[config.mk]
export PLATFORM = sky130hd
export DESIGN_NAME = hazard_ctrl
export DESIGN_NICKNAME = d
export VERILOG_FILES = /design/src/rtl/hazard_ctrl_pkg.sv /design/src/rtl/hazard_ctrl_sat_counter.sv /design/src/rtl/hazard_ctrl.sv
export SDC_FILE = /design/constraint.sdc
export NUM_CORES = 1
export LEC_CHECK = 0
export CORE_MARGIN = 1.5
export CORE_UTILIZATION = 49
export DETAILED_ROUTE_END_ITERATION = 16
export PLACE_DENSITY = 0.85
export SYNTH_ARGS = -nofsm -noshare
export SYNTH_HDL_FRONTEND = slang
export SYNTH_HIERARCHICAL = 1
export SYNTH_SLANG_ARGS = --single-unit
export TNS_END_PERCENT = 50
[constraint.sdc]
create_clock -name clk -period 10.5 [get_ports clk]
set_clock_uncertainty 0.2 [all_clocks]
set_input_delay 1.575 -clock clk [delete_from_list [all_inputs] [get_ports clk]]
set_output_delay 1.575 -clock clk [all_outputs]
set_load 0.01 [all_outputs]
[src/rtl/hazard_ctrl_pkg.sv]
// Shared definitions for the pipeline hazard controller.
// Holds the state encodings, the drain length and the register-zero constant.
package hazard_ctrl_pkg;

  typedef enum logic [1:0] {
    S_RUN    = 2'd0,
    S_DRAIN  = 2'd1,
    S_HALTED = 2'd2
  } state_t;

  localparam logic [1:0] DRAIN_CYC = 2'd3;
  localparam logic [3:0] REG_ZERO  = 4'h0;

  function automatic logic load_use(
    input logic       memread,
    input logic [3:0] rd,
    input logic [3:0] rs,
    input logic [3:0] rt,
    input logic       uses_rt
  );
    return memread && (rd != REG_ZERO) &&
           ((rd == rs) || (uses_rt && (rd == rt)));
  endfunction

endpackage

[src/rtl/hazard_ctrl_sat_counter.sv]
// Saturating up-counter with synchronous clear.
// Holds at all-ones instead of wrapping.
module sat_counter #(
  parameter int W = 16
) (
  input  logic         clk,
  input  logic         clr,
  input  logic         inc,
  output logic [W-1:0] count
);

  always_ff @(posedge clk) begin
    if (clr)
      count <= '0;
    else if (inc && (count != '1))
      count <= count + 1'b1;
  end

endmodule

[src/rtl/hazard_ctrl.sv]
// Pipeline hazard controller: load-use, cache stalls, branch flush, halt drain.
// Outputs are combinational from the state register and this cycle's inputs.
module hazard_ctrl
  import hazard_ctrl_pkg::*;
#(
  parameter int CNT_W = 16
) (
  input  logic             clk,
  input  logic             rst,
  input  logic [3:0]       fd_rs,
  input  logic [3:0]       fd_rt,
  input  logic             fd_uses_rt,
  input  logic             fd_halt,
  input  logic             dx_memread,
  input  logic [3:0]       dx_rd,
  input  logic             branch_taken,
  input  logic             icache_stall,
  input  logic             dcache_stall,
  output logic             pc_we,
  output logic             fd_we,
  output logic             fd_flush,
  output logic             dx_flush,
  output logic             back_we,
  output logic             halted,
  output logic [CNT_W-1:0] stall_cnt
);

  state_t     state, state_nx;
  logic [1:0] drain, drain_nx;
  logic       lu;

  assign lu = load_use(dx_memread, dx_rd, fd_rs, fd_rt, fd_uses_rt);

  always_ff @(posedge clk) begin
    if (rst) begin
      state <= S_RUN;
      drain <= '0;
    end else begin
      state <= state_nx;
      drain <= drain_nx;
    end
  end

  always_comb begin
    state_nx = state;
    drain_nx = drain;
    case (state)
      S_RUN: begin
        if (!dcache_stall && !lu && !branch_taken && fd_halt) begin
          state_nx = S_DRAIN;
          drain_nx = '0;
        end
      end
      S_DRAIN: begin
        if (!dcache_stall) begin
          drain_nx = drain + 2'd1;
          if (drain_nx == DRAIN_CYC)
            state_nx = S_HALTED;
        end
      end
      default: state_nx = S_HALTED;
    endcase
  end

  // Priority chain: a frozen pipeline beats every hazard below it.
  always_comb begin
    pc_we    = 1'b0;
    fd_we    = 1'b0;
    fd_flush = 1'b0;
    dx_flush = 1'b0;
    back_we  = 1'b0;
    halted   = 1'b0;
    if (rst) begin
      fd_flush = 1'b1;
      dx_flush = 1'b1;
    end else if (state == S_HALTED) begin
      halted = 1'b1;
    end else if (dcache_stall) begin
      pc_we = 1'b0;
    end else if (state == S_DRAIN) begin
      fd_we    = 1'b1;
      fd_flush = 1'b1;
      back_we  = 1'b1;
    end else if (lu) begin
      dx_flush = 1'b1;
      back_we  = 1'b1;
    end else if (branch_taken) begin
      pc_we    = 1'b1;
      fd_we    = 1'b1;
      fd_flush = 1'b1;
      back_we  = 1'b1;
    end else if (fd_halt || icache_stall) begin
      fd_we    = 1'b1;
      fd_flush = 1'b1;
      back_we  = 1'b1;
    end else begin
      pc_we   = 1'b1;
      fd_we   = 1'b1;
      back_we = 1'b1;
    end
  end

  sat_counter #(.W(CNT_W)) u_cnt (
    .clk   (clk),
    .clr   (rst),
    .inc   (!rst && (state == S_RUN) && !pc_we),
    .count (stall_cnt)
  );

endmodule

# ---- Yosys cells after proc, flatten, opt, wreduce, memory -nomap -nowiden
# Cells that the tools add are included.
dict set report totals {
  ff_bits 20
  in_bits 20
  output_inout_bits 22
  wordCells 71
}
dict set report classes {
  add_sub_neg 2
  n_eq_ne 9
  muxes 36
  reduce_logical 21
}
# cell count
set op_table {}
lappend op_table {{$mux W1} 29}
lappend op_table {{$add A16 B1 Y16 const B} 1}
lappend op_table {{$ne A16 B16 Y1 const B} 1}
lappend op_table {{$mux W2} 5}
lappend op_table {{$logic_and A1 B1 Y1} 9}
lappend op_table {{$eq A4 B4 Y1} 2}
lappend op_table {{$pmux W2 S2} 2}
lappend op_table {{$ne A2 B2 Y1 const B} 3}
lappend op_table {{$reduce_and A3 Y1} 2}
lappend op_table {{$logic_not A1 Y1} 5}
lappend op_table {{$eq A2 B2 Y1 const B} 2}
lappend op_table {{$reduce_bool A4 Y1} 1}
lappend op_table {{$add A2 B1 Y2 const B} 1}
lappend op_table {{$eq A2 B1 Y1 const B} 1}
lappend op_table {{$logic_not A2 Y1} 1}
lappend op_table {{$logic_or A1 B1 Y1} 2}
lappend op_table {{$reduce_bool A2 Y1} 1}

# ---- Depth between registers and ports, before layout
# Gate-level depths: netlist of run 1.
dict set report logic_depth {
  word_depth 12
  mapped_depth 9
  mapped_depth_nobuf 9
}

# ---- Hierarchy
# Netlist of run 1, hierarchy kept.
# module n_inst cells_each area_per_inst_um2 seq_area_each_um2
set modules_own_cells {}
lappend modules_own_cells {sat_counter 1 99 848.3 320.3}
lappend modules_own_cells {hazard_ctrl 1 55 427.9 80.1}

# ---- Least setup slack after synthesis of run 1
# Ideal clock, no wire load.
dict set report synth_timing {
  path_type {input -> register}
  from {input dx_rd[3]}
  to {register u_cnt.count[13]}
  setup_ns 0.070
  arrival_ns 4.193
  t_required_ns 10.230
  path_slack_ns 6.036
  path_stages 9
  path_buffers 1
  cell_sequence {xor2_1 > nor4_2 > o2bb2ai_2 > nor2_1 > a2111oi_0 > nand2_1 > clkbuf_1 > or4_1 > a21oi_1}
}
dict set report synth_between {
  elab_chain_len 12
  word_cells_on_any_way 15
  classes_between {2 x eq/ne; 5 x mux; 8 x reduce/logical}
}
# item line_no
set synth_rtl {}
lappend synth_rtl {{start: declaration} hazard_ctrl.sv:15} ;# input logic [3:0] dx_rd,
lappend synth_rtl {{$eq A4 B4 Y1} hazard_ctrl_pkg.sv:22} ;# ((rd == rs) || (uses_rt && (rd == rt)));
lappend synth_rtl {{$logic_and A1 B1 Y1} hazard_ctrl_pkg.sv:22}
lappend synth_rtl {{$logic_or A1 B1 Y1} hazard_ctrl_pkg.sv:22}
lappend synth_rtl {{$logic_and A1 B1 Y1 (*)} hazard_ctrl_pkg.sv:21} ;# return memread && (rd != REG_ZERO) &&
lappend synth_rtl {{$mux W1 (*)} hazard_ctrl.sv:84} ;# end else if (lu) begin
lappend synth_rtl {{$mux W1 (*)} hazard_ctrl.sv:80} ;# end else if (state == S_DRAIN) begin
lappend synth_rtl {{$mux W1 (*)} hazard_ctrl.sv:78} ;# end else if (dcache_stall) begin
lappend synth_rtl {{$mux W1 (*)} hazard_ctrl.sv:76} ;# end else if (state == S_HALTED) begin
lappend synth_rtl {{$mux W1 (*)} hazard_ctrl.sv:73} ;# if (rst) begin
lappend synth_rtl {{$logic_not A1 Y1 (*)} hazard_ctrl.sv:106} ;# .inc (!rst && (state == S_RUN) && !pc_we),
lappend synth_rtl {{$logic_and A1 B1 Y1 (*)} hazard_ctrl.sv:106}
lappend synth_rtl {{$logic_and A1 B1 Y1 (*)} hazard_ctrl_sat_counter.sv:15} ;# else if (inc && (count != '1))
lappend synth_rtl {{end signal: assignment} hazard_ctrl_sat_counter.sv:16} ;# count <= count + 1'b1;
lappend synth_rtl {{end: declaration} hazard_ctrl_sat_counter.sv:9} ;# output logic [W-1:0] count
# Every way passes the cells marked *; elsewhere a longest branch is shown, timed or not.
# A chain may end at the register's enable or synchronous reset.

# ---- Worst setup path in the final report of run 1
dict set report layout_timing {
  from {input dx_rd[0]}
  to {output fd_flush}
}
dict set report layout_between {
  elab_chain_len 9
  word_cells_on_any_way 12
  classes_between {2 x eq/ne; 5 x mux; 5 x reduce/logical}
}
# item line_no
set layout_rtl {}
lappend layout_rtl {{$eq A4 B4 Y1} hazard_ctrl_pkg.sv:22}
lappend layout_rtl {{$logic_and A1 B1 Y1} hazard_ctrl_pkg.sv:22}
lappend layout_rtl {{$logic_or A1 B1 Y1} hazard_ctrl_pkg.sv:22}
lappend layout_rtl {{$logic_and A1 B1 Y1 (*)} hazard_ctrl_pkg.sv:21}
lappend layout_rtl {{$mux W1 (*)} hazard_ctrl.sv:84}
lappend layout_rtl {{$mux W1 (*)} hazard_ctrl.sv:80}
lappend layout_rtl {{$mux W1 (*)} hazard_ctrl.sv:78}
lappend layout_rtl {{$mux W1 (*)} hazard_ctrl.sv:76}
lappend layout_rtl {{$mux W1 (*)} hazard_ctrl.sv:73}
lappend layout_rtl {{end: declaration} hazard_ctrl.sv:21} ;# output logic fd_flush,
# Marked as above.

==> out/results.tsv, run 1 <==
metric	value	unit
status	completed	
worst_r2r_path_depth	5	
reg2reg_slack	8.16	ns
synth.top_cell.area_share	0.314	
pin_count	42	
post-synth-top-count-cell	dfxtp_1	
fmax	180	MHz
ys_warn_count	6	
drt_iter0_drc	27	
cp.required	8.73	ns
worst_setup_path_start_kind	input port	
muxShareOfSynthArea	0.0167	
cts_made_buffers	3	
grt.total_usage	0.226	
endpoint_kind	primary output	
avgRoutedWirePerCell	13.6	µm
finalHoldViolCount	0	
synth_area	0.00128	mm²
fin_tns_setup	0	ns
route.detailed.drc	0	
die_h	54.0	µm
period_share	0.530	
drt-total-wl	3.05	mm
slew_viol_final	0	
p_per_area	81.3	mW/mm²
placed_area	0.00171	mm²
synthTopCellsByArea	dfxtp_1, a21oi_1, or4_1, nor2_1, xnor2_1	
diodes	0	
cp_max_fo	7	
cp.arrival	3.79	ns
n_fill_cell	216	
drive_above_1_share	0.0670	
rr_startpoint	state[1]$_SDFFE_PP0P_	
drtAntennaViolNets	0	
worstHoldStart	drain[1]$_SDFFE_PP0P_	
hold_buffers	0	
synth_largest_area_cell	dfxtp_1	
root_buffer	clkbuf_4	
min_period	5.57	ns
synth_edf_count	0	
clk_latency	0.30	ns
netlist_instances	154	
routabilityCongestion	0.812	
cts-htree-levels	1	
grt_max_degree	29	
worst-setup-path-type	in -> out	
syn_nets	176	
yosys.area_share.simple	0.350	
grt_pass1_vias	1123	
place_hpwl	2.39	mm
syn_avg_cell_area	8.29	µm²
fin_util	0.700	
vias_per_cell	6.01	
clk_pin_slew	0.10	ns
finalSetupViolations	0	
nNetsFinal	218	
max_cap_violations	0	
io_buffers	41	
ys_types	45	
ys_top_cells_by_count	dfxtp_1, nor2_1, a21oi_1	
clock_sinks	20	
leakage	0.566	nW
grt_pass1_wl	4.82	mm
setup_ws	4.93	ns
pre_cts_ws	4.92	ns
ys_ff_latch	20	
cts_setup_buffers	0	
grtUsageMet2	0.388	
top_usage_layer	met2	
grtUsageMet1	0.285	
cts_resized	0	
fin_area	0.00173	mm²
synthAdderAreaFrac	0.0196	
grt_antenna_before_repair	0	
die_w	54.0	µm
ys_async_sr_fraction	0	
gr-total-overflow	0	
fin_hold_ws	0.297	ns
syn2layout_area_growth	35.9	%
cts_tree	done	
tightest_slew	0.974	ns
synth_xor_xnor_area_share	0.0686	
die-area	0.00292	mm²
yosysSeqAreaShare	0.314	
whs_path_depth	2	
hp-class	reg -> reg	
synth_top_flop_cell	dfxtp_1	
grt_use_met3	0.0611	
core-area	0.00248	mm²
synth_top_family_by_area	simple AND/OR/NAND/NOR gates	
rsz0062_at_grt	no	
vdd_drop_max	0.0000728	V
worstHoldEndpoint	drain[1]$_SDFFE_PP0P_	
cts_buffer_depth	2	
drt_pass1_iterations	4	
vias	1346	
initial_core_util	0.515	
rr_endpoint	u_cnt/count[11]$_SDFFE_PP0P_	
synth_compound_area_frac	0.198	
row_count	18	
relSlewSlack	0.349	
state kept, by name, summed over array words and instances, names as in the netlist:
signal and count:
drain 2, state 2, u_cnt/count 16
cell usage in the layout, fill, tap and decap left out, types with 2 or more instances in the layout:
master	synthesis	layout
clkdlybuf4s50_1	0	41
dfxtp_1	20	20
nor2_1	14	14
a21oi_1	12	12
nand2_1	10	10
nand3_1	8	8
or4_1	8	8
xnor2_1	6	6
inv_1	6	6
nor3_1	6	6
o31ai_1	6	6
o21ai_0	5	5
xor2_1	4	4
and4_1	4	4
or3_1	4	4
clkbuf_4	0	3
nand4_1	3	3
nand2b_1	2	2
a2111oi_0	2	2
o311ai_0	2	2
ha_1	2	2
nor4_1	2	2
nor2b_1	2	2
where the power goes:
group          internal [W]  leakage [nW]  switching (W)
sequential        0.0000769         0.161     0.00000129
combinational     0.0000148         0.390      0.0000119
clock             0.0000134        0.0138      0.0000226
worst max-delay path by stage:
| stage | depth (start not counted) | start | endpoint | slack [ns] |
|---|---|---|---|---|
| 6_report | 7 | dx_rd[0] | fd_flush | 4.93 |
| 5_1_grt | 7 | dx_rd[0] | fd_flush | 4.77 |
| 2_1_floorplan | 9 | dx_rd[3] | u_cnt/count[13]$_SDFFE_PP0P_ | 6.04 |
| 4_1_cts | 7 | dx_rd[0] | fd_flush | 4.92 |
| 3_3_place_gp | 7 | dx_rd[0] | fd_flush | 5.02 |
| 3_5_place_dp | 7 | dx_rd[0] | fd_flush | 4.92 |
final cells by class:
type                            instances  area [µm²]  share of cell area
Clock buffer                            3        22.5              0.0130
Inverter                                6        22.5              0.0130
Multi-Input combinational cell        123         833               0.481
Sequential cell                        20         400               0.231
Tap cell                               30        37.5              0.0216
Timing Repair Buffer                   42         418               0.241
per-layer routing:
layer	vias up	routed length, µm	part of all wire
li1	671	-	-
met1	628	1300	0.43
met2	45	1580	0.52
met3	2	154	0.051
met4	0	21	0.0069
met5	-	0	0
logic make-up after synthesis:
group,Yosys count
and+or+nand+nor,73
AOI/OAI and AO/OA,36
DFF,20
buffers and inverters,11
xor gates and xnor gates,10
muxes,2
adders and majority gates,2
critical path, cell delays in order:
cell and delay (ns):
clkdlybuf4s50_1 0.48, o41a_1 0.49, nand3_2 0.10, o2bb2ai_2 0.10
a2111oi_0 0.36, or3b_1 0.16, clkdlybuf4s50_1 0.53
per-stage QoR:
stage	power (W)	cells
detailed placement	0.000107	221
CTS	0.000142	224
finish	0.000141	224
global placement	0.000106	221
floorplan	0.0000919	154
global route	0.000148	224
(Power assumes the default switching activity.)
==> inputs of run 2 (changes only) <==
Settings changed: CORE_UTILIZATION 49 to 45, PLACE_DENSITY 0.85 to 0.79.
Clock period 10.5 ns to 5.3 ns, I/O delays scaled along.
==> run 2 against run 1 <==
Sequential cell count unchanged. Via count up 0.22%. Die area up 8.4%. First-iteration DRC count up 130%. Global-route usage down 3.6 points. Critical path depth unchanged. Non-clock buffer count unchanged. Clock-buffer cell count up 1. Critical endpoint unchanged. Largest cell class unchanged. Largest power group unchanged.
==> out/results.tsv, run 2 (same netlist as run 1, synthesis figures left out) <==
metric	value	unit	change
status	completed		
rsz0062_at_grt	no		
wl_met2	1.54	mm	-2.0%
relSlewSlack	0.354		+0.00482
n_fill_cell	229		+6.0%
cts_setup_buffers	0		unchanged
cts_buffer_depth	2		unchanged
critPathBufInv	2		unchanged
vias_per_cell	5.97		-0.66%
cts_tree	done		
cp_cell_sequence	clkdlybuf4s50_1 -> o41a_1 -> nand3_2 -> o2bb2ai_2 -> a2111oi_0 -> or3b_1 -> clkdlybuf4s50_1		
gr-total-overflow	0		unchanged
cts_made_buffers	3		unchanged
pre_cts_ws	1.23	ns	-3.69 ns
reg2reg_slack	3.01	ns	-5.15 ns
root_buffer	clkbuf_4		
cp_common_cell	clkdlybuf4s50_1		
drt-total-wl	2.99	mm	-1.8%
met1_length	1.33	mm	+2.3%
cts-htree-levels	1		unchanged
dp.cells	222		+0.45%
grt_max_degree	29		unchanged
drtAntennaViolNets	0		unchanged
vias	1349		+0.22%
instances_no_fill	226		+0.89%
die_w	56.3	µm	+4.1%
period_share	0.759		
routabilityCongestion	0.779		-4.2%
cp.arrival	3.03	ns	-0.76 ns
worst_setup_path_start_kind	input port		
finalSetupViolations	0		unchanged
diodes	0		unchanged
io_buffers	41		unchanged
vdd_drop_max	0.000143	V	+97%
final_common_cell	clkdlybuf4s50_1		
path_delay_family	buffers and inverters		
final_cell_mix	clkdlybuf4s50_1, dfxtp_1, nor2_1		
grt_pass1_wl	4.89	mm	+1.3%
initial_core_util	0.467		-0.0483
route.detailed.drc	0		unchanged
p_per_area	168	mW/mm²	+110%
drive_above_1_share	0.0718		+0.00478
grt_pass1_vias	1178		+4.9%
fin_hold_ws	0.299	ns	+0.00232 ns
leakage	0.573	nW	+1.3%
largest_register_ffs	16		unchanged
cts_resized	0		unchanged
finalHoldViolCount	0		unchanged
slowest_delay	0.53	ns	about the same
syn2layout_area_growth	37.1	%	
max_cap_violations	0		unchanged
largestRegisters	u_cnt/count x16, drain x2, state x2		
drt_pass1_iterations	4		unchanged
clock_sinks	20		unchanged
die-area	0.00316	mm²	+8.4%
place_hpwl	2.32	mm	-2.9%
fmax	248	MHz	
clk_pin_slew	0.11	ns	about the same
die_h	56.3	µm	+4.1%
critPathSlowestCell	clkdlybuf4s50_1		
avgRoutedWirePerCell	13.2	µm	-2.7%
fin_tns_setup	0	ns	unchanged
hold_buffers	0		unchanged
wl_met3	99	µm	-36%
cp.required	4.30	ns	-4.43 ns
top_layer_used	met4		
cp_max_fo	7		unchanged
nNetsFinal	218		unchanged
clk_latency	0.29	ns	about the same
grt.total_usage	0.190		-0.0359
hp-class	reg -> reg		
largest-register	u_cnt/count		
setup_ws	1.27	ns	-3.66 ns
min_period	4.03	ns	
endpoint_kind	primary output		
slew_viol_final	0		unchanged
core-area	0.00273	mm²	+10%
worst-setup-path-type	in -> out		
tightest_slew	0.966	ns	-0.00720 ns
row_count	19		+1
grt_antenna_before_repair	0		unchanged
pin_count	42		unchanged
drt_iter0_drc	61		+130%
## run 2: changes by cell type in the layout (fill, tap and decap cells not counted), sizes merged
cell	change
clkbuf	+1
## run 2: final cells by class
type	count	area, µm²	share of cell area
clock buffer	4	36.3	0.0207
inverter	6	22.5	0.0129
multi-input combinational	123	833	0.476
sequential	20	400	0.229
tap	31	38.8	0.0222
timing repair buffer	42	418	0.239
## run 2: per-layer routing
metal	vias to the layer above	GRT usage
met1	643	0.220
met5	-	0
met4	0	0.0782
met3	2	0.0207
met2	37	0.351
li1	667	-
## run 2: metrics by stage
stage	cell area (µm²)	total power, W	util
floorplan	1280	0.000182	-
global placement	1710	0.000209	0.627
detailed placement	1710	0.000211	0.627
CTS	1750	0.000297	0.640
global route	1750	0.000310	0.640
finish	1750	0.000294	0.640
## run 2: report_power, final
part / internal (W) / switching, W / leakage [nW]
registers: 0.000152 / 0.00000254 / 0.161
logic: 0.0000294 / 0.0000230 / 0.390
clock network: 0.0000418 / 0.0000451 / 0.0210
## run 2: path summary, 6_finish.rpt
check	endpoint	cells past startpoint	startpoint
worst max-delay path	fd_flush	7	dx_rd[0]
worst min-delay path	drain[1]$_SDFFE_PP0P_	2	drain[1]$_SDFFE_PP0P_
worst max register to register	u_cnt/count[11]$_SDFFE_PP0P_	5	state[1]$_SDFFE_PP0P_
worst min register to register	drain[1]$_SDFFE_PP0P_	2	drain[1]$_SDFFE_PP0P_
## run 2: worst register-to-register path, stage by stage, from the launching register on
cell	delay, ns
dfxtp_1	0.40
a2111oi_0	0.41
buf_4	0.23
nand2_1	0.23
nor4bb_1	0.36
mux2_2	0.37
